## src/rtl/gyro_axis_filter.sv

```systemverilog
// rtl/gyro_axis_filter.sv - per-axis moving-average filter for gyro X/Y/Z rates
//
// Samples the three signed gyro axes every CLK_DIV cycles while EN is high,
// keeps a running sum over the last 2^LOG2_DEPTH samples of each axis and
// publishes the floored averages with a one-cycle VALID strobe. MOTION flags
// any averaged axis whose magnitude exceeds THRESH.
//
// Ports:
//   CLK                  system clock
//   RST                  synchronous active-high reset
//   EN                   sampling enable (0 holds the sample timer at 0)
//   X, Y, Z              signed 16-bit axis rates from the gyro front end
//   X_AVG, Y_AVG, Z_AVG  signed windowed averages
//   VALID                one-cycle pulse when the averages update
//   MOTION               level, 1 when any |average| > THRESH
module gyro_axis_filter #(
  parameter int          CLK_DIV    = 100000,
  parameter int          LOG2_DEPTH = 3,
  parameter logic [15:0] THRESH     = 16'd1000
) (
  input  logic               CLK,
  input  logic               RST,
  input  logic               EN,
  input  logic signed [15:0] X,
  input  logic signed [15:0] Y,
  input  logic signed [15:0] Z,
  output logic signed [15:0] X_AVG,
  output logic signed [15:0] Y_AVG,
  output logic signed [15:0] Z_AVG,
  output logic               VALID,
  output logic               MOTION
);

  localparam int DEPTH = 1 << LOG2_DEPTH;
  localparam int SUM_W = 16 + LOG2_DEPTH;
  localparam int CNT_W = $clog2(CLK_DIV);

  localparam logic [CNT_W-1:0]    CNT_MAX  = CNT_W'(CLK_DIV - 1);
  localparam logic [LOG2_DEPTH:0] FILL_MAX = (LOG2_DEPTH + 1)'(DEPTH);

  localparam logic [1:0] S_IDLE    = 2'd0;
  localparam logic [1:0] S_CAPTURE = 2'd1;
  localparam logic [1:0] S_ACCUM   = 2'd2;
  localparam logic [1:0] S_PUBLISH = 2'd3;

  logic [1:0]            state;
  logic [CNT_W-1:0]      cnt;
  logic                  tick;
  logic [LOG2_DEPTH-1:0] wr_ptr;
  logic [LOG2_DEPTH:0]   fill;
  logic                  full;
  logic                  full_next;

  logic signed [15:0] smp_x, smp_y, smp_z;
  logic signed [15:0] old_x, old_y, old_z;

  logic signed [SUM_W-1:0] sum_x, sum_y, sum_z;
  logic signed [SUM_W-1:0] nxt_x, nxt_y, nxt_z;
  logic signed [15:0]      avg_x, avg_y, avg_z;
  logic                    motion_next;

  // Ring buffers hold raw samples; they are never reset because the sums
  // only subtract the oldest entry once the window has been refilled.
  logic signed [15:0] buf_x [DEPTH];
  logic signed [15:0] buf_y [DEPTH];
  logic signed [15:0] buf_z [DEPTH];

  function automatic logic signed [SUM_W-1:0] sum_step(
    input logic signed [SUM_W-1:0] s,
    input logic signed [15:0]      n,
    input logic signed [15:0]      o,
    input logic                    sub
  );
    logic signed [SUM_W-1:0] n_ext;
    logic signed [SUM_W-1:0] o_ext;
    n_ext = {{LOG2_DEPTH{n[15]}}, n};
    o_ext = sub ? {{LOG2_DEPTH{o[15]}}, o} : '0;
    return s + n_ext - o_ext;
  endfunction

  // 17-bit magnitude so that -32768 maps to 32768 instead of wrapping.
  function automatic logic [16:0] mag17(input logic signed [15:0] v);
    return v[15] ? (17'd0 - {v[15], v}) : {1'b0, v};
  endfunction

  assign tick      = EN && (cnt == CNT_MAX);
  assign full      = (fill == FILL_MAX);
  assign full_next = full || (fill == FILL_MAX - 1'b1);

  assign nxt_x = sum_step(sum_x, smp_x, old_x, full);
  assign nxt_y = sum_step(sum_y, smp_y, old_y, full);
  assign nxt_z = sum_step(sum_z, smp_z, old_z, full);

  // Dropping the low LOG2_DEPTH bits of a two's complement sum is an
  // arithmetic shift, i.e. division rounding toward -infinity. The window
  // average always fits in 16 bits, so the top 16 bits are the result.
  assign avg_x = nxt_x[LOG2_DEPTH +: 16];
  assign avg_y = nxt_y[LOG2_DEPTH +: 16];
  assign avg_z = nxt_z[LOG2_DEPTH +: 16];

  assign motion_next = (mag17(avg_x) > {1'b0, THRESH}) ||
                       (mag17(avg_y) > {1'b0, THRESH}) ||
                       (mag17(avg_z) > {1'b0, THRESH});

  // The averages are computed from the sums being written at the end of
  // ACCUM and registered on the same edge, so they and VALID become visible
  // together during the PUBLISH cycle.
  always_ff @(posedge CLK) begin
    if (RST) begin
      state  <= S_IDLE;
      cnt    <= '0;
      wr_ptr <= '0;
      fill   <= '0;
      sum_x  <= '0;
      sum_y  <= '0;
      sum_z  <= '0;
      smp_x  <= '0;
      smp_y  <= '0;
      smp_z  <= '0;
      old_x  <= '0;
      old_y  <= '0;
      old_z  <= '0;
      X_AVG  <= '0;
      Y_AVG  <= '0;
      Z_AVG  <= '0;
      VALID  <= 1'b0;
      MOTION <= 1'b0;
    end else begin
      if (!EN || tick) begin
        cnt <= '0;
      end else begin
        cnt <= cnt + 1'b1;
      end

      VALID <= 1'b0;

      case (state)
        S_IDLE: begin
          if (tick) begin
            state <= S_CAPTURE;
          end
        end
        S_CAPTURE: begin
          smp_x <= X;
          smp_y <= Y;
          smp_z <= Z;
          old_x <= buf_x[wr_ptr];
          old_y <= buf_y[wr_ptr];
          old_z <= buf_z[wr_ptr];
          state <= S_ACCUM;
        end
        S_ACCUM: begin
          sum_x  <= nxt_x;
          sum_y  <= nxt_y;
          sum_z  <= nxt_z;
          wr_ptr <= wr_ptr + 1'b1;
          if (!full) begin
            fill <= fill + 1'b1;
          end
          if (full_next) begin
            X_AVG  <= avg_x;
            Y_AVG  <= avg_y;
            Z_AVG  <= avg_z;
            MOTION <= motion_next;
            VALID  <= 1'b1;
          end
          state <= S_PUBLISH;
        end
        S_PUBLISH: begin
          state <= S_IDLE;
        end
        default: begin
          state <= S_IDLE;
        end
      endcase
    end
  end

  always_ff @(posedge CLK) begin
    if (!RST && (state == S_ACCUM)) begin
      buf_x[wr_ptr] <= smp_x;
      buf_y[wr_ptr] <= smp_y;
      buf_z[wr_ptr] <= smp_z;
    end
  end

endmodule

```

## config.mk

```make
export PLATFORM = sky130hd
export DESIGN_NAME = gyro_axis_filter
export DESIGN_NICKNAME = d
export VERILOG_FILES = /design/src/rtl/gyro_axis_filter.sv
export SDC_FILE = /design/constraint.sdc
export NUM_CORES = 1
export LEC_CHECK = 0
export ABC_AREA = 1
export CAP_MARGIN = 15
export CORE_MARGIN = 10
export CORE_UTILIZATION = 40
export DETAILED_ROUTE_END_ITERATION = 7
export PLACE_DENSITY = 0.58
export SETUP_SLACK_MARGIN = 0.3
export SYNTH_ARGS = -nofsm -noshare
export SYNTH_HDL_FRONTEND = slang
export SYNTH_SLANG_ARGS = --single-unit
```

## constraint.sdc

```tcl
create_clock -name CLK -period 5.35 [get_ports CLK]
set_clock_uncertainty 0.15 [all_clocks]
set_input_delay 1.07 -clock CLK [delete_from_list [all_inputs] [get_ports CLK]]
set_output_delay 1.07 -clock CLK [all_outputs]
set_load 0.005 [all_outputs]
```

==> flow_metrics.tcl, run 1 <==
set metrics [dict create \
    critical_path_class "register to register" \
    cts-htree-levels 2 \
    cts_root_buf "clkbuf_16" \
    synth_ff_type "edfxtp_1" \
    drt_iter0_markers 1617 \
    synth_compound_area_frac 0.09636 \
    cts_made_buffers 60 \
    ant_nets 0 \
    power.total_mw 9.325 \
    placement.io_buffers 100 \
    worstPathRequired_ps 5720 \
    synth_xor_area_frac 0.007020 \
    final_max_slew_viol_count 0 \
    arrival_ps 4870 \
    cp_slowest_cell "fa_1" \
    cp-start-kind "register" \
    hold_path.class "register to register" \
    r2r-end "MOTION" \
    core_um2 74320 \
    r2r_slack_ps 860 \
    clkSlewWorstSetupHoldPaths_ps 60 \
    start_util 0.4029 \
    layout.nets 3664 \
    area_growth_pct 13.63 \
    layout_common_cells "nor2_1, inv_1, nand2_1" \
    cp-endpoint "MOTION" \
    p_leak_nw 14.68 \
    slowest_delay_ps 400 \
    crit_buf_inv 6 \
    ys_async_sr_fraction 0 \
    synth.net_count 3611 \
    synth_top_family_by_area "simple AND/OR/NAND/NOR gates" \
    fillers 7312 \
    muxShareOfSynthArea 0 \
    antenna_found_initial 1 \
    die_area_um2 86200 \
    ys_warn_count 0 \
    rows 100 \
    path_max_fanout 18 \
    layout_commonest_cell "nor2_1" \
    fin_crit_sh 0.8397 \
    first_pass_iters 7 \
    r2r_cells 30 \
    hpwl_um 52350 \
    cp_common_cell "nor2_1" \
    dpl-instance-area_um2 32030 \
    synth-simple-area-share 0.2060 \
    ys_types 42 \
    setup_tns_ps 0 \
    clk_latency_ps 640 \
    maxCapViolCount 0 \
    fp.dieH_um 293.6 \
    min_period_ps 4493 \
    synthAdderAreaFrac 0.06535 \
    outcome "finished, final reports clean" \
    num_vias 22610 \
    die_w_um 293.6 \
    grt_pass1_vias 21690 \
    crit_family "simple AND/OR/NAND/NOR gates" \
    synth-edff-count 384 \
    hold_viol_final 0 \
    fmax_ghz 0.2226 \
    grt_usage 0.1820 \
    relSlewSlack 0.3452 \
    grt_pass1_wl_um 124700 \
    clockBufferDepth 3 \
    cp.depth 30 \
    syn-cell-area_um2 29940 \
    wl_per_cell_um 17.56 \
    postLayoutCellArea_um2 34020 \
    setup_viol 0 \
    n_antenna_cell 0 \
    p_per_area_nw_per_um2 274.1 \
    hold_buffers 0 \
    startpoint "fill[1]" \
    ys_seq_area_frac 0.5382 \
    via_per_inst 5.015 \
    ys_ff_latch 613 \
    drive_gt1_frac 0.06158 \
    worstMarginPinSlew_ps 982.2 \
    grt_max_degree 108 \
    routed_wl_um 79190 \
    cts.sinks 613 \
    syn-mean-instance-area_um2 8.714 \
    ios 101 \
    gp_congestion 0.8869 \
    synthCells 3436 \
    r2r_start "fill[1]" \
    cts_tree "built" \
    peakVddDrop_v 0.0002198 \
    rsz0062_at_grt "no" \
    overflow 0 \
    drc_errors 0 \
    crit_path_end_kind "register" \
]
## final cells by class
cell class | count | area [um2] | share of cell area
Sequential cell | 613 | 16120 | 0.4738
Multi-Input combinational cell | 2135 | 11310 | 0.3324
Inverter | 550 | 2078 | 0.06108
Clock buffer | 79 | 1643 | 0.04828
Timing Repair Buffer | 129 | 1314 | 0.03861
Tap cell | 969 | 1212 | 0.03563
Clock inverter | 34 | 349.1 | 0.01026
## cells in the mapped netlist, types with 4 or more instances
master    instances  area, um2
dfxtp_1         229       4584
o21ai_0         276       1381
and2_1            5      31.28
nand2_2          34      212.7
buf_1            13      48.80
a31oi_1          48      300.3
nand3b_1         12      90.09
nand3_2           8      80.08
nand2_4           4      45.04
ha_1             70      875.8
nor2_2           11      68.82
nor3_1          155      775.7
fa_1             54       1081
nand2_1         496       1862
nand3_1         124      620.6
o211ai_1         43      322.8
xnor2_1           8      70.07
nand4_1          25      156.4
a21oi_1         158      790.8
inv_1           542       2034
nor2_1          565       2121
inv_2             8      30.03
edfxtp_1        384      11530
clkbuf_1        121      454.2
xor2_1           16      140.1
## stage by stage
stage / util / hold slack [ps] / worst slack, ps / std cells
6_report: 0.4578 / 296.0 / 857.3 / 4509
2_1_floorplan: - / 267.6 / 1219 / 3436
3_3_place_gp: 0.4309 / 281.4 / 763.6 / 4396
3_5_place_dp: 0.4309 / 292.0 / 722.1 / 4396
5_1_grt: 0.4578 / 323.9 / 385.8 / 4509
4_1_cts: 0.4577 / 302.7 / 707.6 / 4509
## timing repair
item	in CTS	in global routing
endpoints found under the setup margin	0	1
buffers inserted	0	0
gates resized for setup	0	3
## flip-flops by register name, summed over array words and instances, names as in the netlist, 16 cells and up
name	count
sum_y	19
old_y	16
smp_x	16
smp_y	16
cnt	17
old_z	16
Z_AVG	16
smp_z	16
buf_x	128
sum_z	19
buf_y	128
sum_x	19
Y_AVG	16
X_AVG	16
buf_z	128
old_x	16
## report_power, final
group / leakage [nW] / internal [mW] / switching [mW]
Combinational: 8.01 / 0.0395 / 0.0507
Sequential: 5.70 / 4.96 / 0.000435
Clock: 0.970 / 2.41 / 1.86
Total: 14.7 / 7.42 / 1.91
## layer usage
layer	global-route usage	vias up	wire [um]
met3	0.02647	89	4593
met5	0	-	13
li1	-	11330	-
met1	0.2598	10670	37730
met4	0.04228	2	1515
met2	0.2883	524	35330
## worst min path at each step
stage	startpoint	slack [ps]	to	cells after the start
after CTS	cnt[0]	300	cnt[0]	1
after floorplan	cnt[0]	270	cnt[0]	1
after global placement	cnt[0]	280	cnt[0]	1
after detailed placement	cnt[0]	290	cnt[0]	1
final	cnt[0]	300	cnt[0]	1
after global routing	cnt[0]	320	cnt[0]	1
## kinds of logic after synthesis
kind of cell    after synthesis
simple gates               1450
buf+inv                     688
flops                       613
compound gates              537
fa+ha+maj                   124
xor+xnor                     24
Power figures use the tool's default switching activity.
==> run 2, diff against run 1 <==
--- a/config.mk
+++ b/config.mk
@@ -10,7 +10,7 @@
 export CORE_MARGIN = 10
 export CORE_UTILIZATION = 40
 export DETAILED_ROUTE_END_ITERATION = 7
-export PLACE_DENSITY = 0.58
+export PLACE_DENSITY = 0.6
 export SETUP_SLACK_MARGIN = 0.3
 export SYNTH_ARGS = -nofsm -noshare
 export SYNTH_HDL_FRONTEND = slang
==> constraint.sdc (replaced) <==
create_clock -name CLK -period 4.1 [get_ports CLK]
set_clock_uncertainty 0.15 [all_clocks]
set_input_delay 0.82 -clock CLK [delete_from_list [all_inputs] [get_ports CLK]]
set_output_delay 0.82 -clock CLK [all_outputs]
set_load 0.005 [all_outputs]
==> run 2 against run 1 <==
Net effect:
- clock power rose by 30%
- largest power group unchanged
- critical path type unchanged
- worst hold slack improved by 5.1 ps
- count of clock-buffer cells in the layout fell by 2
- non-clock buffer count rose by 164
- highest routed layer is now met4
- flip-flop and latch count did not move
==> flow_metrics.tcl, run 2 (synthesis results as in run 1) <==
set metrics [dict create \
    outcome "finished, final reports clean" \
    ant_nets 0 \
    hold_path.class "register to register" \
    p_per_area_nw_per_um2 338.3 \
    grt_pass1_vias 22180 \
    rows 100 \
    setup_viol 0 \
    final_max_slew_viol_count 0 \
    fillers 7070 \
    rsz0062_at_grt "yes" \
    die_area_um2 86200 \
    drt_iter0_markers 1681 \
    cts_root_buf "clkbuf_16" \
    antenna_found_initial 1 \
    worstMarginPinSlew_ps 1162 \
    die_w_um 293.6 \
    slowest_delay_ps 550 \
    start_util 0.4029 \
    pwr-share-clk 0.456 \
    arrival_ps 4400 \
    grt_max_degree 196 \
    comb_power_share 0.010 \
    cts.sinks 613 \
    clk_latency_ps 630 \
    layout.nets 3827 \
    layout_commonest_cell "inv_1" \
    cp-start-kind "register" \
    cts_made_buffers 58 \
    fp.dieH_um 293.6 \
    fmax_ghz 0.2483 \
    n_antenna_cell 0 \
    cp_slowest_cell "fa_1" \
    layout_common_cells "inv_1, nor2_1, nand2_1" \
    peakVddDrop_v 0.0003299 \
    drive_gt1_frac 0.1316 \
    grt_usage 0.1854 \
    seqPwrFrac 0.534 \
    fin_crit_sh 0.9822 \
    dpl-instance-area_um2 33190 \
    path_max_fanout 6 \
    critical_path_class "register to register" \
    clockBufferDepth 3 \
    p_int_mw 9.636 \
    routed_wl_um 81250 \
    num_vias 23150 \
    largestRegisters "buf_x x128, buf_y x128, buf_z x128" \
    placement.io_buffers 100 \
    via_per_inst 4.956 \
    drc_errors 0 \
    worstPathRequired_ps 4480 \
    grt_pass1_wl_um 126500 \
    relSlewSlack 0.2251 \
    p_sw_frac 0.2058 \
    cts_tree "built" \
    p_leak_nw 15.59 \
    crit_path_end_kind "register" \
    power.total_mw 12.13 \
    cp_common_cell "nand3_1" \
    first_pass_iters 5 \
    clkSlewWorstSetupHoldPaths_ps 60 \
    cts-htree-levels 2 \
    hpwl_um 53080 \
    core_um2 74320 \
    overflow 0 \
    area_growth_pct 19.79 \
    min_period_ps 4027 \
    p_sw_mw 2.497 \
    ios 101 \
    hold_viol_final 0 \
    gp_congestion 0.9263 \
    holdWs_ps 301.1 \
    wl_per_cell_um 17.39 \
    maxCapViolCount 0 \
    postLayoutCellArea_um2 35870 \
]
## run 2: cell count changes in the layout (fill, tap and decap cells not counted), sizes merged
cell    previous run  this run
buf               30       193
clkbuf            79        78
clkinv            22        21
nand2            534       535
## run 2: layer usage
layer | global-route usage | part of all wire
met1 | 0.2593 | 0.47
met2 | 0.2980 | 0.45
met3 | 0.02745 | 0.052
met4 | 0.04628 | 0.021
met5 | 0 | 0
## run 2: worst paths after layout
kind	from	end	slack [ps]	depth (start not counted)
worst max register to register	fill[0]	MOTION	70	29
worst min-delay path	cnt[0]	cnt[0]	300	1
worst min register to register	cnt[0]	cnt[0]	300	1
worst max-delay path	fill[0]	MOTION	70	29
## run 2: worst max-delay path: cells and delay by family (launching register included)
kind | cells | cell delay (ps)
simple gates | 19 | 1780
flops | 1 | 320
buf+inv | 7 | 620
fa+ha+maj | 3 | 1030
## run 2: power by group through the flow
| stage | clock network, mW | registers, mW | logic (mW) |
|---|---|---|---|
| 3_3_place_gp | 0 | 6.61 | 0.125 |
| 2_1_floorplan | 0 | 6.61 | 0.0404 |
| 3_5_place_dp | 0 | 6.61 | 0.125 |
| 5_1_grt | 5.86 | 6.47 | 0.132 |
| 4_1_cts | 5.63 | 6.47 | 0.126 |
| 6_report | 5.53 | 6.47 | 0.124 |
## run 2: what timing repair did
| item | in CTS | in global routing |
|---|---|---|
| resized for setup | 71 | 62 |
| hold buffers | 0 | 0 |
| pin swaps | 16 | 22 |
| setup endpoints to repair | 1 | 6 |
| cloned | 2 | 1 |
| buffers inserted | 5 | 6 |
## run 2: area by class of cell
class | count | area [um2] | share of cell area
flip-flops and latches | 613 | 16120 | 0.4495
multi-input cells | 2136 | 11840 | 0.3301
repair buffers | 293 | 2636 | 0.07350
inverters | 550 | 2078 | 0.05794
clock buffers | 77 | 1614 | 0.04500
well taps | 969 | 1212 | 0.03380
clock inverters | 33 | 364.1 | 0.01015
## run 2: per-stage QoR
stage / setup TNS [ps] / instances / utilization / worst slack [ps]
after global placement: -7.658 / 4547 / 0.4466 / -7.658
after floorplan: 0 / 3436 / - / 219.3
final: 0 / 4671 / 0.4826 / 73.02
after CTS: 0 / 4664 / 0.4789 / 112.4
after detailed placement: -64.82 / 4547 / 0.4466 / -64.82
after global routing: -198.6 / 4671 / 0.4826 / -198.6
==> run 3, diff against run 2 <==
--- a/config.mk
+++ b/config.mk
@@ -10,6 +10,7 @@
 export CORE_MARGIN = 10
 export CORE_UTILIZATION = 40
 export DETAILED_ROUTE_END_ITERATION = 7
+export HOLD_SLACK_MARGIN = 0.12
 export PLACE_DENSITY = 0.6
 export SETUP_SLACK_MARGIN = 0.3
 export SYNTH_ARGS = -nofsm -noshare
==> results of run 3 <==
Same layout as run 2: the final DEF is identical, and so are final timing and power.
